<file path="src/rtl/reg_scoreboard.sv">
// Issue-side hazard scoreboard for a 32x32 register file with one write port
// and asynchronous reads. Tracks destinations owed by long-latency units and
// decides, combinationally, whether the decoded instruction may issue.
module reg_scoreboard #(
  parameter int MAX_LONG = 4
) (
  input  logic        clock,
  input  logic        reset,
  input  logic        issue_valid,
  input  logic [4:0]  issue_rs,
  input  logic [4:0]  issue_rt,
  input  logic        issue_use_rs,
  input  logic        issue_use_rt,
  input  logic [4:0]  issue_rd,
  input  logic        issue_writes,
  input  logic        issue_long,
  output logic        issue_ready,
  input  logic        wb_valid,
  input  logic [4:0]  wb_rd,
  output logic [31:0] pending_out,
  output logic [3:0]  long_count_out,
  output logic        err_out
);

  localparam logic [3:0] MAX_CNT = 4'(MAX_LONG);

  // Bit 0 is kept at zero so r0 can be indexed like any other register.
  logic [31:0] pending;
  logic [3:0]  long_count;
  logic        err;

  logic        wr_eff;
  logic        long_wr;
  logic        haz_raw;
  logic        haz_waw;
  logic        haz_port;
  logic        haz_cap;
  logic        accept_long;
  logic        wb_ok;
  logic        wb_err;
  logic [31:0] pending_nxt;
  logic [3:0]  long_count_nxt;

  // Hazard evaluation from registered state; an in-flight writeback does not
  // bypass to readers, so a matching wb_rd still blocks this cycle.
  always_comb begin
    wr_eff   = issue_writes && (issue_rd != 5'd0);
    long_wr  = wr_eff && issue_long;
    haz_raw  = (issue_use_rs && pending[issue_rs]) ||
               (issue_use_rt && pending[issue_rt]);
    haz_waw  = wr_eff && pending[issue_rd];
    haz_port = wr_eff && !issue_long && wb_valid;
    haz_cap  = long_wr && (long_count == MAX_CNT);
    issue_ready = !(haz_raw || haz_waw || haz_port || haz_cap);
  end

  // Next-state: writeback clears first, then a long accept sets, so a set to
  // the same register in the same cycle wins.
  always_comb begin
    accept_long    = issue_valid && issue_ready && long_wr;
    wb_ok          = wb_valid && (wb_rd != 5'd0) && pending[wb_rd];
    wb_err         = wb_valid && !wb_ok;
    pending_nxt    = pending;
    long_count_nxt = long_count;
    if (wb_ok) begin
      pending_nxt[wb_rd] = 1'b0;
    end
    if (accept_long) begin
      pending_nxt[issue_rd] = 1'b1;
    end
    pending_nxt[0] = 1'b0;
    case ({accept_long, wb_ok})
      2'b10:   long_count_nxt = long_count + 4'd1;
      2'b01:   long_count_nxt = long_count - 4'd1;
      default: long_count_nxt = long_count;
    endcase
  end

  // State register; reset discards any accept or writeback in the same cycle.
  always_ff @(posedge clock) begin
    if (reset) begin
      pending    <= '0;
      long_count <= '0;
      err        <= 1'b0;
    end else begin
      pending    <= pending_nxt;
      long_count <= long_count_nxt;
      err        <= err || wb_err;
    end
  end

  assign pending_out    = pending;
  assign long_count_out = long_count;
  assign err_out        = err;

endmodule

</file>
<file path="config.mk">
export PLATFORM = sky130hd
export DESIGN_NAME = reg_scoreboard
export DESIGN_NICKNAME = d
export VERILOG_FILES = /design/src/rtl/reg_scoreboard.sv
export SDC_FILE = /design/constraint.sdc
export NUM_CORES = 1
export LEC_CHECK = 0
export ABC_AREA = 1
export BUFFER_PORTS_ARGS = -buffer_cell sky130_fd_sc_hd__buf_4
export CORE_MARGIN = 2
export CORE_UTILIZATION = 55
export CTS_BUF_LIST = sky130_fd_sc_hd__clkbuf_16
export DETAILED_ROUTE_END_ITERATION = 6
export GPL_TIMING_DRIVEN = 0
export PLACE_DENSITY_LB_ADDON = 0.12
export SLEW_MARGIN = 40
export SYNTH_ARGS = -nofsm -noshare
export SYNTH_HDL_FRONTEND = slang
export SYNTH_SLANG_ARGS = --single-unit
</file>
<file path="constraint.sdc">
create_clock -name clock -period 3.1 [get_ports clock]
set_input_delay 0.31 -clock clock [delete_from_list [all_inputs] [get_ports clock]]
set_output_delay 0.31 -clock clock [all_outputs]
set_load 0.005 [all_outputs]
</file>
==> results <==
- In the global route stage, overall resource usage came out at 35.1%.
- In this run, CTS created clock tree buffers numbering 5.
- After detailed routing, the number of vias per cell comes to around 5.8.
- The power density relative to cell area is approximately 300 nW/um^2.
- The worst-case setup slack after placement is -0.254 ns.
- The x dimension of the die is approximately 81 um.
- The worst supply voltage drop on vdd is 0.000292 V.
- Across all register-to-register paths, the minimum setup slack is between 0.2 and 0.25 ns.
- The filler cells instantiated in the layout total about 560.
- Counting cells, the worst reg-to-reg path comes to 19.
- The measured slew at the worst slew-check pin is 0.718 ns.
- After detailed routing, the met2 layer carries 5280 um of wire.
- The worst reg2reg path startpoint is pending_out[24].
- The final critical path time including I/O delays and setup is ~2.9 ns.
- Clock-pin slew was measured on the worst setup and hold paths at around 0.05 ns.
- The total number of yosys warnings is 0.
- Yosys attributes the largest share of cell area to sky130_fd_sc_hd__dfxtp_1 (22%), sky130_fd_sc_hd__nand2_1 (21%), sky130_fd_sc_hd__nand3_1 (14%), sky130_fd_sc_hd__inv_1 (6.7%), sky130_fd_sc_hd__nor2_1 (5.4%).
- The root buffer selected by CTS is sky130_fd_sc_hd__clkbuf_16.
- Setup repair after global routing left no endpoint under its margin.
- The path category of the worst min-delay check is primary input to flip-flop.
- The final setup violation count is 0.
- The worst setup slack after layout is about 0.23 ns.
- The relative slew slack is 51.7%.
- After synthesis the cells add up to between 3000 and 4000 um^2.
- The final route contains ~4200 vias.
- After synthesis, the netlist uses 28 different library cells.
- The capturing point of the worst reg2reg path is long_count_out[3].
- The initial cell density of the core is between 50% and 60%.
- The max-slew violation count came to 0.
- The final worst-path cycle share is 92.7%.
- The post-route netlist has 17.2% of its cells at a drive strength greater than 1.
- The signed area change from the synthesized netlist to the final layout is 21.2%.
- The final hold violation count is 0.
- The highest attainable clock frequency is 348 MHz.
- Summing internal, switching and leakage power gives roughly 1.2 mW.
- The detail route stage leaves a number of antenna-violating nets equal to 0.
- The hold path startpoint is wb_valid.
- The sequential cell area fraction in the yosys report is roughly 22%.
- The cell area after placement is 3790 um^2.
- The run finished with clean final reports.
- Across the run, the number of max-cap violations was 0.
- Summed over all layers, the routed wires come to roughly 11000 um.
- At the later pin of the worst-skew pair, clock insertion delay measures between 0.2 and 0.3 ns.
- At the end of the flow, the number of nets in the layout was just under 700.
- For this design, the sink count on the clock tree is 36.
- The routed wire length per instance is 15.9 um.
- The first global-routing pass estimated ~18000 um of wire.
- The detailed-routed wire length on met3 is around 1200 um.
- The core area is a little under 6000 um^2.
- The area of the die is around 6600 um^2.
- The die height is a little over 80 um.
- The cell type with the largest total area after synthesis is sky130_fd_sc_hd__dfxtp_1.
- The clock tree from TritonCTS is done.
- The worst setup path is of the primary input to flip-flop kind.
- The maximum clock insertion buffer count is 2.
- Counting every instance in the synthesized netlist gives between 500 and 600.
- The starting DRC count in detailed routing is between 300 and 400.
- The reported leakage power is ~1.7 nW.
- In the routed design, unresolved DRC markers number 0.
- The uppermost layer routed is met4.
- At the end of routability-driven placement, the weighted congestion stood at a little under 1.
- The synthesized design devotes to its leading area cell type 22.1% of total area.
- The H-tree was split into 2 levels.
- The critical path ends at long_count_out[3].
- The number of buffers inserted by port buffering is 58.
- For this block, wires on met1 add up to 4470 um.
- In this run the worst setup path begins at issue_rd[0].
- The count of TritonRoute iterations in the first routing pass is 5.
- The number of nets in the synthesized netlist is 612.
- The final clock skew is about 0.0042 ns.
- The worst endpoint required time is 3.33 ns.
- The final design instance area without fill is slightly below 4000 um^2.
- The library cells used most frequently in the layout, excluding fill and tap cells, are sky130_fd_sc_hd__nand2_1 (183), sky130_fd_sc_hd__nand3_1 (87), sky130_fd_sc_hd__buf_4 (67).
- The library cell used most frequently in the layout, excluding fill and tap cells, is sky130_fd_sc_hd__nand2_1.
- The number of placement rows is 28.
- The number of global-route vias before repair came to 3725.
- After synthesis, the mean cell area works out to about 5.6 um^2.
- The initial antenna violation count is 0.
- The element type at the critical path end is a flip-flop.
- The number of hold buffers added after CTS was 0.
- In this run the worst path has a maximum fanout of 10.
- The flop and latch count out of synthesis is 36.
- STA puts the critical path data arrival time at a little over 3 ns.
- The kind of start point of the critical path is a primary input.
- Pin placement for this block handled 66 I/O pins.
- 0 antenna diodes ended up in the layout.
- The largest net degree at the start of global routing is 11.
- Detailed placement ended at an HPWL of approximately 8500 um.
- The total global routing overflow is 0.
-- area by class of cell --
class / instances / area (um^2) / area share, %
Multi-Input combinational cell: 451 / 2110 / 53.3
Sequential cell: 36 / 724 / 18.3
Timing Repair Buffer: 59 / 443 / 11.2
Inverter: 64 / 243 / 6.14
Buffer: 29 / 215 / 5.44
Clock buffer: 5 / 125 / 3.17
Tap cell: 75 / 93.8 / 2.37
-- Yosys cell counts --
cell type / n
sky130_fd_sc_hd__or2_2: 2
sky130_fd_sc_hd__a211oi_1: 2
sky130_fd_sc_hd__conb_1: 1
sky130_fd_sc_hd__nor2_4: 3
sky130_fd_sc_hd__o21ai_0: 30
sky130_fd_sc_hd__a21o_1: 1
sky130_fd_sc_hd__ha_1: 3
sky130_fd_sc_hd__buf_2: 6
sky130_fd_sc_hd__o21a_1: 1
sky130_fd_sc_hd__inv_2: 5
sky130_fd_sc_hd__a22oi_1: 14
sky130_fd_sc_hd__inv_1: 58
sky130_fd_sc_hd__nor2_2: 2
sky130_fd_sc_hd__nand2_1: 184
sky130_fd_sc_hd__a21oi_1: 35
sky130_fd_sc_hd__buf_4: 8
sky130_fd_sc_hd__nand2_2: 3
sky130_fd_sc_hd__nand4_1: 2
sky130_fd_sc_hd__xnor2_1: 1
sky130_fd_sc_hd__nand3_1: 88
sky130_fd_sc_hd__o21ai_1: 15
sky130_fd_sc_hd__buf_6: 9
sky130_fd_sc_hd__nor3_1: 16
sky130_fd_sc_hd__inv_4: 1
sky130_fd_sc_hd__nor2_1: 47
sky130_fd_sc_hd__clkbuf_1: 6
sky130_fd_sc_hd__dfxtp_1: 36
sky130_fd_sc_hd__fa_1: 1
-- layer usage --
layer	vias up	GRT usage, %
met1	1845	44.1
li1	2006	-
met5	-	0
met2	258	57.8
met4	0	19.0
met3	43	5.11
-- metrics by stage --
| stage | TNS (ns) | util [%] | instances | hold slack [ns] |
|---|---|---|---|---|
| 2_1_floorplan | 0 | - | 580 | 0.447 |
| 3_3_place_gp | -0.183 | 65.2 | 713 | 0.440 |
| 3_5_place_dp | -0.254 | 65.2 | 713 | 0.459 |
| 4_1_cts | 0 | 67.4 | 719 | 0.327 |
| 5_1_grt | 0 | 68.0 | 719 | 0.347 |
| 6_report | 0 | 68.0 | 719 | 0.317 |
-- state kept, by name (all words and copies together) (netlist names) --
signal	count
pending_out	31
long_count_out	4
err_out	1
-- worst max-delay path, stage by stage --
cell and delay (ns):
sky130_fd_sc_hd__buf_4 0.11, sky130_fd_sc_hd__buf_4 0.19, sky130_fd_sc_hd__nor2_2 0.06, sky130_fd_sc_hd__inv_1 0.27, sky130_fd_sc_hd__o21ai_1 0.14, sky130_fd_sc_hd__nor2_1 0.28
sky130_fd_sc_hd__clkbuf_2 0.30, sky130_fd_sc_hd__nand2_1 0.09, sky130_fd_sc_hd__ha_1 0.24, sky130_fd_sc_hd__ha_1 0.29, sky130_fd_sc_hd__nand2_1 0.06, sky130_fd_sc_hd__nor2_1 0.04
sky130_fd_sc_hd__a211oi_2 0.17, sky130_fd_sc_hd__o21ai_0 0.10, sky130_fd_sc_hd__a21o_1 0.17, sky130_fd_sc_hd__a21oi_1 0.13, sky130_fd_sc_hd__o21a_1 0.13
-- how the worst min path moves through the flow --
stage,slack (ns),cells past startpoint,to
floorplan,0.45,2,err_out
global placement,0.44,2,err_out
detailed placement,0.46,2,err_out
CTS,0.33,3,err_out
global route,0.35,3,err_out
finish,0.32,3,err_out
-- cells by family (layout without fill, tap and decap cells) --
kind of cell,after synthesis,count (layout),share of synthesized area [%]
xor+xnor,1,1,0.269
simple gates,347,347,45.3
fa+ha+maj,4,4,1.77
flops,36,36,22.1
buf+inv,93,157,14.0
other cells,1,1,0.115
compound gates,98,98,16.4
-- timing repair --
| action | 4_1_cts | 5_1_grt |
|---|---|---|
| buffers inserted | 1 | 0 |
| pin swaps | 1 | 0 |
| resized for setup | 0 | 9 |
| endpoints found under the setup margin | 1 | 1 |
-- power by group --
group          total, mW  internal [mW]  switching [mW]
combinational      0.256         0.0912           0.165
sequential         0.472          0.467         0.00467
clock              0.459          0.283           0.175
total               1.19          0.842           0.345
No activity file was read; power rests on OpenSTA's default activity.
